--- src/rtl/multicycle_controller.sv ---
`default_nettype none
// ============================================================================
// Module      : multicycle_controller
// Description : Multi-cycle control FSM for an RV64 subset (add/sub/and/or,
//               ld, sd, beq). Sequences a shared memory port, register file,
//               ALU and PC. Includes a memory-wait timeout, sticky trap flags
//               and a retired-instruction counter.
// Revision    : 1.0 - initial release
// ============================================================================
module multicycle_controller #(
  parameter int MEM_TIMEOUT = 255,
  parameter int COUNT_WIDTH = 32
) (
  input  logic                   clk,
  input  logic                   resetN,
  input  logic [6:0]             opCode,
  input  logic                   zero,
  input  logic                   memReady,
  output logic                   memRead,
  output logic                   memWrite,
  output logic                   iOrD,
  output logic                   irWrite,
  output logic                   pcWrite,
  output logic                   pcSrc,
  output logic                   regWrite,
  output logic                   memToReg,
  output logic                   aluSrcA,
  output logic [1:0]             aluSrcB,
  output logic [1:0]             aluOp,
  output logic                   illegalOp,
  output logic                   busError,
  output logic [3:0]             state,
  output logic [COUNT_WIDTH-1:0] instrCount
);

  localparam int WAIT_W = (MEM_TIMEOUT < 2) ? 1 : $clog2(MEM_TIMEOUT + 1);
  localparam logic [WAIT_W-1:0] C_WAIT_MAX = WAIT_W'(MEM_TIMEOUT);

  localparam logic [6:0] C_OP_R   = 7'b0110011;
  localparam logic [6:0] C_OP_LD  = 7'b0000011;
  localparam logic [6:0] C_OP_SD  = 7'b0100011;
  localparam logic [6:0] C_OP_BEQ = 7'b1100011;

  typedef enum logic [3:0] {
    S_FETCH    = 4'd0,
    S_DECODE   = 4'd1,
    S_MEM_ADDR = 4'd2,
    S_MEM_RD   = 4'd3,
    S_WB_MEM   = 4'd4,
    S_MEM_WR   = 4'd5,
    S_EXEC_R   = 4'd6,
    S_WB_ALU   = 4'd7,
    S_BRANCH   = 4'd8,
    S_TRAP     = 4'd9
  } state_t;

  state_t                 r_state;
  state_t                 w_next;
  logic [WAIT_W-1:0]      r_wait;
  logic [12:0]            r_ctl;
  logic                   r_illegal;
  logic                   r_bus;
  logic [COUNT_WIDTH-1:0] r_count;
  logic                   w_waiting;
  logic                   w_expired;
  logic                   w_retire;
  logic                   w_illegal;

  // Moore control word per state, bit order:
  // memRead memWrite iOrD irWrite pcWrite pcSrc regWrite memToReg aluSrcA aluSrcB[1:0] aluOp[1:0]
  // irWrite/pcWrite here are enables that are further qualified by memReady/zero.
  function automatic logic [12:0] ctl_for(input state_t s);
    case (s)
      S_FETCH:    ctl_for = 13'b1_0_0_1_1_0_0_0_0_01_00;
      S_DECODE:   ctl_for = 13'b0_0_0_0_0_0_0_0_0_10_00;
      S_MEM_ADDR: ctl_for = 13'b0_0_0_0_0_0_0_0_1_10_00;
      S_MEM_RD:   ctl_for = 13'b1_0_1_0_0_0_0_0_0_00_00;
      S_WB_MEM:   ctl_for = 13'b0_0_0_0_0_0_1_1_0_00_00;
      S_MEM_WR:   ctl_for = 13'b0_1_1_0_0_0_0_0_0_00_00;
      S_EXEC_R:   ctl_for = 13'b0_0_0_0_0_0_0_0_1_00_10;
      S_WB_ALU:   ctl_for = 13'b0_0_0_0_0_0_1_0_0_00_00;
      S_BRANCH:   ctl_for = 13'b0_0_0_0_1_1_0_0_1_00_01;
      default:    ctl_for = 13'b0;
    endcase
  endfunction

  // Only the three memory states wait on memReady; elsewhere it is ignored.
  assign w_waiting = (r_state == S_FETCH) || (r_state == S_MEM_RD) || (r_state == S_MEM_WR);
  // A late ack on the expiry cycle still wins, so expiry requires memReady low.
  assign w_expired = w_waiting && !memReady && (r_wait == C_WAIT_MAX);

  // Next-state decode plus retire/illegal event strobes.
  always_comb begin
    w_next    = r_state;
    w_retire  = 1'b0;
    w_illegal = 1'b0;
    case (r_state)
      S_FETCH: begin
        if (memReady)       w_next = S_DECODE;
        else if (w_expired) w_next = S_TRAP;
      end
      S_DECODE: begin
        case (opCode)
          C_OP_R:           w_next = S_EXEC_R;
          C_OP_LD, C_OP_SD: w_next = S_MEM_ADDR;
          C_OP_BEQ:         w_next = S_BRANCH;
          default: begin
            w_next    = S_TRAP;
            w_illegal = 1'b1;
          end
        endcase
      end
      S_MEM_ADDR: w_next = (opCode == C_OP_SD) ? S_MEM_WR : S_MEM_RD;
      S_MEM_RD: begin
        if (memReady)       w_next = S_WB_MEM;
        else if (w_expired) w_next = S_TRAP;
      end
      S_WB_MEM: begin
        w_next   = S_FETCH;
        w_retire = 1'b1;
      end
      S_MEM_WR: begin
        if (memReady) begin
          w_next   = S_FETCH;
          w_retire = 1'b1;
        end else if (w_expired) begin
          w_next = S_TRAP;
        end
      end
      S_EXEC_R: w_next = S_WB_ALU;
      S_WB_ALU: begin
        w_next   = S_FETCH;
        w_retire = 1'b1;
      end
      S_BRANCH: begin
        w_next   = S_FETCH;
        w_retire = 1'b1;
      end
      default: w_next = S_TRAP;
    endcase
  end

  // State, registered control word, wait counter, sticky flags and retire counter.
  always_ff @(posedge clk or negedge resetN) begin
    if (!resetN) begin
      r_state   <= S_FETCH;
      r_ctl     <= ctl_for(S_FETCH);
      r_wait    <= '0;
      r_illegal <= 1'b0;
      r_bus     <= 1'b0;
      r_count   <= '0;
    end else begin
      r_state <= w_next;
      r_ctl   <= ctl_for(w_next);
      // Any state change restarts the wait count; staying in a memory state means still waiting.
      if (w_next != r_state) r_wait <= '0;
      else if (w_waiting)    r_wait <= r_wait + 1'b1;
      if (w_expired) r_bus     <= 1'b1;
      if (w_illegal) r_illegal <= 1'b1;
      if (w_retire)  r_count   <= r_count + 1'b1;
    end
  end

  assign memRead    = r_ctl[12];
  assign memWrite   = r_ctl[11];
  assign iOrD       = r_ctl[10];
  assign irWrite    = r_ctl[9] & memReady;
  // pcWrite is enabled only in FETCH (ack-qualified) and BRANCH (zero-qualified).
  assign pcWrite    = r_ctl[8] & ((r_state == S_FETCH) ? memReady : zero);
  assign pcSrc      = r_ctl[7];
  assign regWrite   = r_ctl[6];
  assign memToReg   = r_ctl[5];
  assign aluSrcA    = r_ctl[4];
  assign aluSrcB    = r_ctl[3:2];
  assign aluOp      = r_ctl[1:0];
  assign illegalOp  = r_illegal;
  assign busError   = r_bus;
  assign state      = r_state;
  assign instrCount = r_count;

endmodule
`default_nettype wire

--- config.mk ---
export PLATFORM = sky130hd
export DESIGN_NAME = multicycle_controller
export DESIGN_NICKNAME = d
export VERILOG_FILES = /design/src/rtl/multicycle_controller.sv
export SDC_FILE = /design/constraint.sdc
export NUM_CORES = 1
export LEC_CHECK = 0
export CORE_MARGIN = 2
export CORE_UTILIZATION = 40
export CTS_CLUSTER_DIAMETER = 120
export DETAILED_ROUTE_END_ITERATION = 10
export PLACE_DENSITY = 0.66
export SYNTH_ARGS = -nofsm -noshare
export SYNTH_HDL_FRONTEND = slang
export SYNTH_SLANG_ARGS = --single-unit
--- constraint.sdc ---
create_clock -name clk -period 4.2 [get_ports clk]
set_clock_uncertainty 0.2 [all_clocks]
set_input_delay 0.84 -clock clk [delete_from_list [all_inputs] [get_ports clk]]
set_output_delay 0.84 -clock clk [all_outputs]
set_load 0.03 [all_outputs]
==> results of run 1 <==
[power groups by stage]
stage / clock network, mW / registers [mW] / logic, mW
global placement: 0 / 0.746 / 0.785
global route: 0.520 / 0.755 / 0.859
detailed placement: 0 / 0.747 / 0.795
finish: 0.481 / 0.738 / 0.793
floorplan: 0 / 0.781 / 0.533
CTS: 0.498 / 0.739 / 0.800
[Yosys cell counts, drive strengths merged, types with 8 or more instances]
master,n
dfrtp,54
xor2,24
xnor2,18
nor3,17
buf,16
nand3,16
nor4,16
nand2,15
nor2,13
inv,12
nand4,11
and2,8
and3,8
o21ai,8
[metrics by stage]
step	cell area (um^2)	util, %	hold WS (ps)
floorplan	3220	-	340
global placement	3870	49.8	257
detailed placement	3870	49.8	258
CTS	4050	52.2	274
global route	4050	52.2	297
finish	4050	52.2	267
[cell usage in the layout, fill, tap and decap left out, types with 3 or more instances in the layout]
cell type         n
clkdlybuf4s50_1  60
dfrtp_1          54
xor2_1           23
xnor2_1          18
nor3_1           15
nand2_1          14
nand3_1          14
nor2_1           13
clkbuf_8         12
inv_1            11
nor4_1           11
nand4_1          10
and2_1            8
and3_1            8
o21ai_0           7
ha_1              6
nor2b_1           5
nand2b_1          4
nor4_2            4
nand3b_1          3
and4_1            3
buf_4             3
dfstp_2           3
[worst max-delay path, delay by kind of cell (launching register included)]
kind / cells / cell delay (ps)
DFF: 1 / 620
buffers and inverters: 1 / 670
and+or+nand+nor: 2 / 560
muxes: 1 / 120
[per-layer routing]
metal	global-route usage [%]	up-vias
met2	25.7	62
met3	3.61	12
li1	-	1179
met5	0	-
met4	8.33	0
met1	24.9	1178
[final timing paths]
check,endpoint
worst max-delay path,pcWrite
worst min-delay path,busError$_DFFE_PN0P_
worst max register to register,r_ctl[10]$_DFF_PN0_
worst min register to register,busError$_DFFE_PN0P_
max in group asynchronous,instrCount[5]$_DFFE_PN0P_
min in group asynchronous,r_wait[2]$_DFFE_PN0P_
[registers in the layout, summed over array words and instances, names as in the netlist]
name / flops
r_ctl: 11
instrCount: 32
r_wait: 8
busError: 1
state: 4
illegalOp: 1
[cell type report]
type / count / area [um^2] / share of cell area, %
Multi-Input combinational cell: 213 / 1640 / 40.4
Sequential cell: 57 / 1430 / 35.3
Timing Repair Buffer: 64 / 628 / 15.5
Clock buffer: 14 / 173 / 4.26
Tap cell: 102 / 128 / 3.15
Inverter: 12 / 45.0 / 1.11
Clock inverter: 2 / 12.5 / 0.309
[cells by family (layout without fill, tap and decap cells)]
| logic type | after synthesis | after routing |
|---|---|---|
| compound gates | 34 | 34 |
| xor+xnor | 42 | 42 |
| fa+ha+maj | 6 | 6 |
| buf+inv | 29 | 92 |
| flops | 57 | 57 |
| mux | 5 | 5 |
| simple gates | 126 | 126 |
==> summary.txt, run 1 <==
Synthesis
  • Synth Area in XOR/XNOR: 11.6%
  • Yosys top cell area share: 41.9%
  • Synth Area in Simple Gates: 24.8%
  • Multiplexer share of the synthesized area: 1.67%
  • YS warnings: 0
  • EDFF count, synth: 0
  • Ys async rst share: 100%
  • Synthesized Nets: 316
  • Synth Area in Compound Gates: 10.4%
  • Area leader, netlist: dfrtp_1
  • Dominant synthesized flop cell: dfrtp_1
  • Top post-synthesis cells by area: dfrtp_1, xor2_1, xnor2_1, dfstp_2, ha_1
  • Seq/Total Area, Yosys: 44.4%
  • Main combinational cell family by area after synthesis: simple AND/OR/NAND/NOR gates
  • Cell count after synthesis: 299
  • Post-Synth Adder-Cell Area: 2.33%
  • Yosys reg bits: 57
  • Synthesized area: 3220 um^2
  • Distinct cells, synth: 65
  • Mean Syn Cell Area: 10.8 um^2

Placed design
  • Dpl cells: 448
  • Post-DP HPWL: 4.80 mm
  • PortBufs: 61
  • Pre-CTS setup slack: 709 ps
  • Final Wtd Congestion: 0.828

Global routing
  • First-pass GRT wire length: 12.1 mm
  • Vias in the first global route: 2472
  • Largest net degree at the start of global routing: 42
  • Total track usage: 17.6%
  • Total global routing overflow: 0
  • Initial antenna violation count: 0

Finish
  • Filler cell count: 706
  • Share of layout cells above drive strength 1: 13.3%
  • Non-Filler Instances: 464
  • Area growth syn-to-layout: 25.7%
  • Number of diodes: 0
  • Nets: 374

Detailed routing
  • DR WL/cell: 15.2 um
  • Antenna Nets Post-Route: 0
  • Met3 WL: 330 um
  • DRC viols: 0
  • Final wirelength: 7.04 mm
  • Met1 wire length: 3.30 mm
  • Iteration-0 DRC Markers: 115
  • Met2 routed WL: 3.26 mm
  • Via density: 5.24
  • Max Used Layer: met4
  • Pre-antenna DRT Iters: 4
  • DR vias: 2431

CTS
  • Max H-tree Level: 3
  • CTS clk-pin slew, worst paths: 60 ps
  • Cts repair resizes: 0
  • CTS Buf Count: 9
  • Clk Latency, worst-skew pair: 350 ps
  • Clock buffer depth: 2
  • Sink Count: 57
  • CTS root buf: clkbuf_8
  • TritonCTS clock tree: built
  • Post-CTS Setup Repair Bufs: 0
  • Cts hold-fix bufs: 0

Setup path
  • CP Capture Type: output pin
  • Reg2Reg Depth: 8
  • Largest stage delay, worst path: 670 ps
  • Critical Path RT: 3160 ps
  • Cells along the critical path: nor4_1, mux2i_1, nor2b_1, clkdlybuf4s50_1
  • R2r startpoint: state[3]$_DFF_PN0_
  • Startpoint types: register
  • Crit path DAT: 2320 ps
  • Worst R2R Setup Slack: 1060 ps
  • Max stage delay cell, worst path: clkdlybuf4s50_1
  • WS Path Type: reg2out
  • Max Fanout on Critical Path: 21
  • Crit path launch: state[1]$_DFF_PN0_

Power
  • Switching Share: 39.6%
  • Clock Power Share: 23.9%
  • Combinational Power Share: 39.4%
  • Pint: 1.22 mW
  • Power Total: 2.01 mW
  • Power per cell area: 497 nW/um^2
  • Worst vdd ir: 256 uV
  • P_sw: 797 uW
  • Sequential power share: 36.7%
  • Leak: 1.67 nW

Floorplanning
  • Die X: 93.8 um
  • Initial core utilization: 41.5%
  • Num rows: 32
  • Core Area: 7770 um^2
  • Die area: 8790 um^2
  • Top Ports: 62
  • Die Y: 93.8 um

Timing
  • Worst Max-Slew Pin Slew: 929 ps
  • Fin crit share: 80.0%
  • Final setup TNS: 0 ps
  • # setup viols final: 0
  • Final Hold Vio Count: 0
  • Slew Limit Headroom: 38.1%
  • Min Tclk post-route: 3360 ps
  • Final worst slack: 838 ps
  • Max Slew Vio Count: 0
  • RSZ-0062 raised after global routing: false
  • FMAX: 297 MHz

Hold path
  • Critical hold path startpoint: busError$_DFFE_PN0P_
  • Hold depth: 1
  • HP Class: reg2reg

Status
  • Status: completed

Flow run
  • Max_cap viols: 0
No activity file was read; power rests on OpenSTA's default activity.
==> run 2, diff against run 1 <==
==> constraint.sdc (replaced) <==
create_clock -name clk -period 3.4 [get_ports clk]
set_clock_uncertainty 0.2 [all_clocks]
set_input_delay 0.68 -clock clk [delete_from_list [all_inputs] [get_ports clk]]
set_output_delay 0.68 -clock clk [all_outputs]
set_load 0.03 [all_outputs]
==> run 2 against run 1 <==
Utilization is 0.69 points higher. Non-clock buffer count increased by 5. Count of clock-buffer cells in the layout is 1 lower. Critical path depth stayed put. Hold slack worse by 120 ps. Combinational power up 36%. Via count rose by 2.4%. Highest routed layer unchanged.
==> summary.txt, run 2 (same netlist as run 1, synthesis figures left out) <==
Status
  • Status: completed (unchanged)

Global routing
  • Met1 usage: 23.0% (was 24.9%)
  • GRT busiest layer: met2 (unchanged)
  • Met3 usage: 4.41% (was 3.61%)
  • Largest net degree at the start of global routing: 58 (was 42)
  • First-pass GRT wire length: 12.0 mm (was 12.1 mm)
  • Total track usage: 17.5% (was 17.6%)
  • Total global routing overflow: 0 (unchanged)
  • Vias in the first global route: 2432 (was 2472)
  • Met2 Usage GRT: 27.4% (was 25.7%)
  • Initial antenna violation count: 0 (unchanged)

CTS
  • CTS root buf: clkbuf_8 (unchanged)
  • CTS Buf Count: 9 (unchanged)
  • Sink Count: 57 (unchanged)
  • Cts repair resizes: 0 (unchanged)
  • Cts hold-fix bufs: 0 (unchanged)
  • CTS clk-pin slew, worst paths: 70 ps (was 60 ps)
  • Clock buffer depth: 2 (unchanged)
  • Max H-tree Level: 3 (unchanged)
  • Clk Latency, worst-skew pair: 340 ps (was 350 ps)
  • Post-CTS Setup Repair Bufs: 0 (unchanged)
  • TritonCTS clock tree: built (unchanged)

Placed design
  • Final Wtd Congestion: 0.931 (was 0.828)
  • PortBufs: 61 (unchanged)
  • Post-DP HPWL: 4.94 mm (was 4.80 mm)

Timing
  • Worst Max-Slew Pin Slew: 1000 ps (was 929 ps)
  • Slew Limit Headroom: 32.6% (was 38.1%)
  • RSZ-0062 raised after global routing: false (unchanged)
  • Fin crit share: 90.9%
  • FMAX: 324 MHz
  • Max Slew Vio Count: 0 (unchanged)
  • Min Tclk post-route: 3090 ps
  • Final setup TNS: 0 ps (unchanged)
  • # setup viols final: 0 (unchanged)
  • Final Hold Vio Count: 0 (unchanged)

Setup path
  • Worst R2R Setup Slack: 540 ps (was 1060 ps)
  • WS Path Type: reg2out (unchanged)
  • Top cell family by delay on the critical path: buffers and inverters (unchanged)
  • Reg2Reg Depth: 8 (unchanged)
  • Startpoint types: register (unchanged)
  • Critical Path RT: 2520 ps (was 3160 ps)
  • Crit path DAT: 2210 ps (was 2320 ps)
  • Cells along the critical path: nor4_1, mux2i_1, nor2b_1, clkdlybuf4s50_1 (unchanged)
  • Worst R2R End: r_ctl[10]$_DFF_PN0_ (unchanged)
  • Max stage delay cell, worst path: clkdlybuf4s50_1 (unchanged)
  • Largest stage delay, worst path: 670 ps (about the same)
  • CP Capture Type: output pin (unchanged)
  • Max Fanout on Critical Path: 13 (was 21)
  • R2r startpoint: state[1]$_DFF_PN0_ (was state[3]$_DFF_PN0_)
  • Buffers & Inverters on Critical Path: 1 (unchanged)
  • Crit path launch: state[1]$_DFF_PN0_ (unchanged)
  • Worst path depth: 4 (unchanged)
  • Crit path capture: pcWrite (unchanged)

Finish
  • Nets: 379 (was 374)
  • Largest register FFs: 32 (unchanged)
  • Area growth syn-to-layout: 27.4% (was 25.7%)
  • Sequential cell area: 1430 um^2 (unchanged)
  • Commonest non-fill, non-tap cell in the layout: clkdlybuf4s50_1 (unchanged)
  • Filler cell count: 723 (was 706)
  • Most frequent cells in the layout: clkdlybuf4s50_1, dfrtp_1, xor2_1 (unchanged)
  • Area of the multi-input gates: 1640 um^2 (unchanged)
  • Number of diodes: 0 (unchanged)
  • Final Util: 52.9% (was 52.2%)
  • Share of layout cells above drive strength 1: 14.2% (was 13.3%)

Floorplanning
  • Die area: 8790 um^2 (unchanged)
  • Num rows: 32 (unchanged)
  • Core Area: 7770 um^2 (unchanged)
  • Die Y: 93.8 um (unchanged)
  • Die X: 93.8 um (unchanged)
  • Top Ports: 62 (unchanged)
  • Initial core utilization: 41.5% (unchanged)

Hold path
  • HP Class: in2async (was reg2reg)

Detailed routing
  • DRC viols: 0 (unchanged)
  • Final wirelength: 7.20 mm (was 7.04 mm)
  • Antenna Nets Post-Route: 0 (unchanged)
  • DR WL/cell: 15.3 um (was 15.2 um)
  • Pre-antenna DRT Iters: 4 (unchanged)
  • DR vias: 2490 (was 2431)
  • Iteration-0 DRC Markers: 106 (was 115)
  • Via density: 5.31 (was 5.24)

Power
  • Power per cell area: 622 nW/um^2 (was 497 nW/um^2)
  • Leak: 1.71 nW (was 1.67 nW)
  • Worst vdd ir: 364 uV (was 256 uV)

Flow run
  • Max_cap viols: 0 (unchanged)
## run 2: how the worst min path moves through the flow
| stage | from | end | slack (ps) |
|---|---|---|---|
| floorplan | resetN | busError$_DFFE_PN0P_ | 180 |
| global placement | illegalOp$_DFFE_PN0P_ | illegalOp$_DFFE_PN0P_ | 270 |
| detailed placement | busError$_DFFE_PN0P_ | busError$_DFFE_PN0P_ | 250 |
| CTS | resetN | instrCount[8]$_DFFE_PN0P_ | 140 |
| global route | resetN | instrCount[7]$_DFFE_PN0P_ | 160 |
| finish | resetN | r_ctl[11]$_DFF_PN0_ | 150 |
## run 2: stage by stage
| stage | instances | area [um^2] | total power [mW] | worst slack [ps] | hold slack, ps |
|---|---|---|---|---|---|
| 5_1_grt | 469 | 4110 | 2.70 | 161 | 158 |
| 3_5_place_dp | 453 | 3920 | 1.94 | 211 | 254 |
| 3_3_place_gp | 453 | 3920 | 1.92 | 257 | 267 |
| 4_1_cts | 469 | 4110 | 2.58 | 273 | 144 |
| 2_1_floorplan | 299 | 3220 | 1.62 | 689 | 184 |
| 6_report | 469 | 4110 | 2.55 | 311 | 145 |
## run 2: final cells by class
class                           instances  area share, %
Timing Repair Buffer                   69           16.5
Clock inverter                          3          0.975
Inverter                               12           1.10
Multi-Input combinational cell        213           39.9
Sequential cell                        57           34.8
Clock buffer                           13           3.63
Tap cell                              102           3.11
## run 2: metal layers
layer / share of wire [%] / vias to the layer above
met5: 0 / -
met4: 1.8 / 0
met3: 5.3 / 11
met2: 47 / 68
met1: 46 / 1220
li1: - / 1191
## run 2: power by group
part           internal, mW  switching (mW)
sequential            0.774          0.0818
combinational         0.422           0.654
clock                 0.357           0.265
total                  1.55            1.00
==> run 3, diff against run 2 <==
--- a/config.mk
+++ b/config.mk
@@ -9,6 +9,7 @@
 export CORE_UTILIZATION = 40
 export CTS_CLUSTER_DIAMETER = 120
 export DETAILED_ROUTE_END_ITERATION = 10
+export MAX_ROUTING_LAYER = met4
 export PLACE_DENSITY = 0.66
 export SYNTH_ARGS = -nofsm -noshare
 export SYNTH_HDL_FRONTEND = slang
==> run 3 against run 2 <==
Sequential share of layout area is the same. Power barely moved. Via count shrank 0.24%. Count of clock-buffer cells in the layout unchanged. Combinational power hardly changed. Wire length increased by 0.14%. Utilization unchanged. Critical endpoint unchanged.
==> summary.txt, run 3 (same netlist as run 1, synthesis figures left out) <==
Floorplanning
  • Die area: 8790 um^2 (unchanged)
  • Die X: 93.8 um (unchanged)
  • Top Ports: 62 (unchanged)
  • Die Y: 93.8 um (unchanged)
  • Num rows: 32 (unchanged)
  • Core Area: 7770 um^2 (unchanged)
  • Initial core utilization: 41.5% (unchanged)

Detailed routing
  • DR WL/cell: 15.4 um (was 15.3 um)
  • Pre-antenna DRT Iters: 4 (unchanged)
  • DRC viols: 0 (unchanged)
  • Final wirelength: 7.21 mm (was 7.20 mm)
  • Via density: 5.30 (was 5.31)
  • DR vias: 2484 (was 2490)
  • Iteration-0 DRC Markers: 128 (was 106)
  • Antenna Nets Post-Route: 0 (unchanged)

Timing
  • Slew Limit Headroom: 32.7% (was 32.6%)
  • Fin crit share: 90.9% (about the same)
  • Final setup TNS: 0 ps (unchanged)
  • Min Tclk post-route: 3090 ps (about the same)
  • RSZ-0062 raised after global routing: false (unchanged)
  • FMAX: 324 MHz (about the same)
  • Max Slew Vio Count: 0 (unchanged)
  • Final Hold Vio Count: 0 (unchanged)
  • # setup viols final: 0 (unchanged)
  • Worst Max-Slew Pin Slew: 999 ps (was 1000 ps)

Setup path
  • Critical Path RT: 2520 ps (about the same)
  • R2r startpoint: state[1]$_DFF_PN0_ (unchanged)
  • WS Path Type: reg2out (unchanged)
  • Crit path launch: state[1]$_DFF_PN0_ (unchanged)
  • Startpoint types: register (unchanged)
  • Crit path DAT: 2210 ps (about the same)
  • Max Fanout on Critical Path: 13 (unchanged)
  • CP Capture Type: output pin (unchanged)

Power
  • Combinational Power Share: 42.1% (about the same)
  • Leak: 1.71 nW (unchanged)
  • Pint: 1.55 mW (about the same)
  • Worst vdd ir: 364 uV (about the same)
  • Switching Share: 39.2% (about the same)
  • Sequential power share: 33.5% (about the same)
  • P_sw: 1.00 mW (about the same)
  • Power per cell area: 622 nW/um^2 (about the same)
  • Clock Power Share: 24.4% (about the same)

Finish
  • Area growth syn-to-layout: 27.4% (unchanged)
  • Non-Filler Instances: 469 (unchanged)
  • Number of diodes: 0 (unchanged)
  • Share of layout cells above drive strength 1: 14.2% (unchanged)
  • Commonest non-fill, non-tap cell in the layout: clkdlybuf4s50_1 (unchanged)
  • Nets: 379 (unchanged)
  • Largest register FFs: 32 (unchanged)
  • Final Util: 52.9% (unchanged)
  • Most frequent cells in the layout: clkdlybuf4s50_1, dfrtp_1, xor2_1 (unchanged)
  • Filler cell count: 723 (unchanged)

CTS
  • CTS clk-pin slew, worst paths: 70 ps (about the same)
  • Clk Latency, worst-skew pair: 340 ps (about the same)
  • Post-CTS Setup Repair Bufs: 0 (unchanged)
  • TritonCTS clock tree: built (unchanged)
  • Max H-tree Level: 3 (unchanged)
  • CTS root buf: clkbuf_8 (unchanged)
  • Cts repair resizes: 0 (unchanged)
  • Sink Count: 57 (unchanged)
  • Cts hold-fix bufs: 0 (unchanged)
  • Clock buffer depth: 2 (unchanged)
  • CTS Buf Count: 9 (unchanged)

Hold path
  • HP Class: in2async (unchanged)

Global routing
  • Total track usage: 17.9% (was 17.5%)
  • Initial antenna violation count: 0 (unchanged)
  • First-pass GRT wire length: 12.0 mm (about the same)
  • Total global routing overflow: 0 (unchanged)
  • Vias in the first global route: 2432 (unchanged)
  • Largest net degree at the start of global routing: 58 (unchanged)

Flow run
  • Max_cap viols: 0 (unchanged)

Status
  • Status: completed (unchanged)

Placed design
  • Final Wtd Congestion: 0.947 (was 0.931)
  • Dpl cells: 453 (unchanged)
  • Post-DP HPWL: 4.94 mm (unchanged)
  • PortBufs: 61 (unchanged)
run 3: cell counts in the layout (fill, tap and decap cells not counted):
Identical to the previous run, type by type.
run 3: path summary, 6_finish.rpt:
path | endpoint | slack [ps] | cells past startpoint
worst max-delay path | pcWrite | 310 | 4
worst min-delay path | r_ctl[11]$_DFF_PN0_ | 140 | 2
worst max register to register | r_ctl[10]$_DFF_PN0_ | 540 | 8
worst min register to register | busError$_DFFE_PN0P_ | 260 | 1
max in group asynchronous | r_ctl[8]$_DFF_PN1_ | 2560 | 2
min in group clk | busError$_DFFE_PN0P_ | 260 | 1
run 3: metrics by stage:
stage / hold WS, ps / worst slack [ps] / total power [mW] / area [um^2]
2_1_floorplan: 184 / 689 / 1.62 / 3220
3_3_place_gp: 267 / 257 / 1.92 / 3920
3_5_place_dp: 254 / 211 / 1.94 / 3920
4_1_cts: 144 / 273 / 2.58 / 4110
5_1_grt: 158 / 161 / 2.70 / 4110
6_report: 144 / 309 / 2.56 / 4110
run 3: layer usage:
layer	track usage, %	up-vias	part of all wire (%)
li1	-	1191	-
met2	27.4	70	47
met5	-	-	0
met1	23.1	1214	47
met4	7.37	0	1.4
met3	4.17	9	5.0
run 3: power groups by stage:
stage                     Clock (mW)  Sequential (mW)  Combinational, mW
after floorplan                    0            0.965              0.658
after global placement             0            0.865               1.05
after detailed placement           0            0.869               1.07
after CTS                      0.643            0.858               1.08
after global routing           0.675            0.873               1.16
final                          0.624            0.856               1.08
run 3: worst max-delay path, cell delays in order, from the launching register on:
cell             delay (ps)
dfrtp_1                 540
nor4_1                  420
mux2i_1                 120
nor2b_1                 120
clkdlybuf4s50_1         670
run 3: cell type report:
type	count	area (um^2)	area share (%)
Multi-Input combinational cell	213	1640	39.9
Timing Repair Buffer	69	678	16.5
Tap cell	102	128	3.11
Sequential cell	57	1430	34.8
Inverter	12	45.0	1.10
Clock buffer	13	149	3.63
Clock inverter	3	40.0	0.975
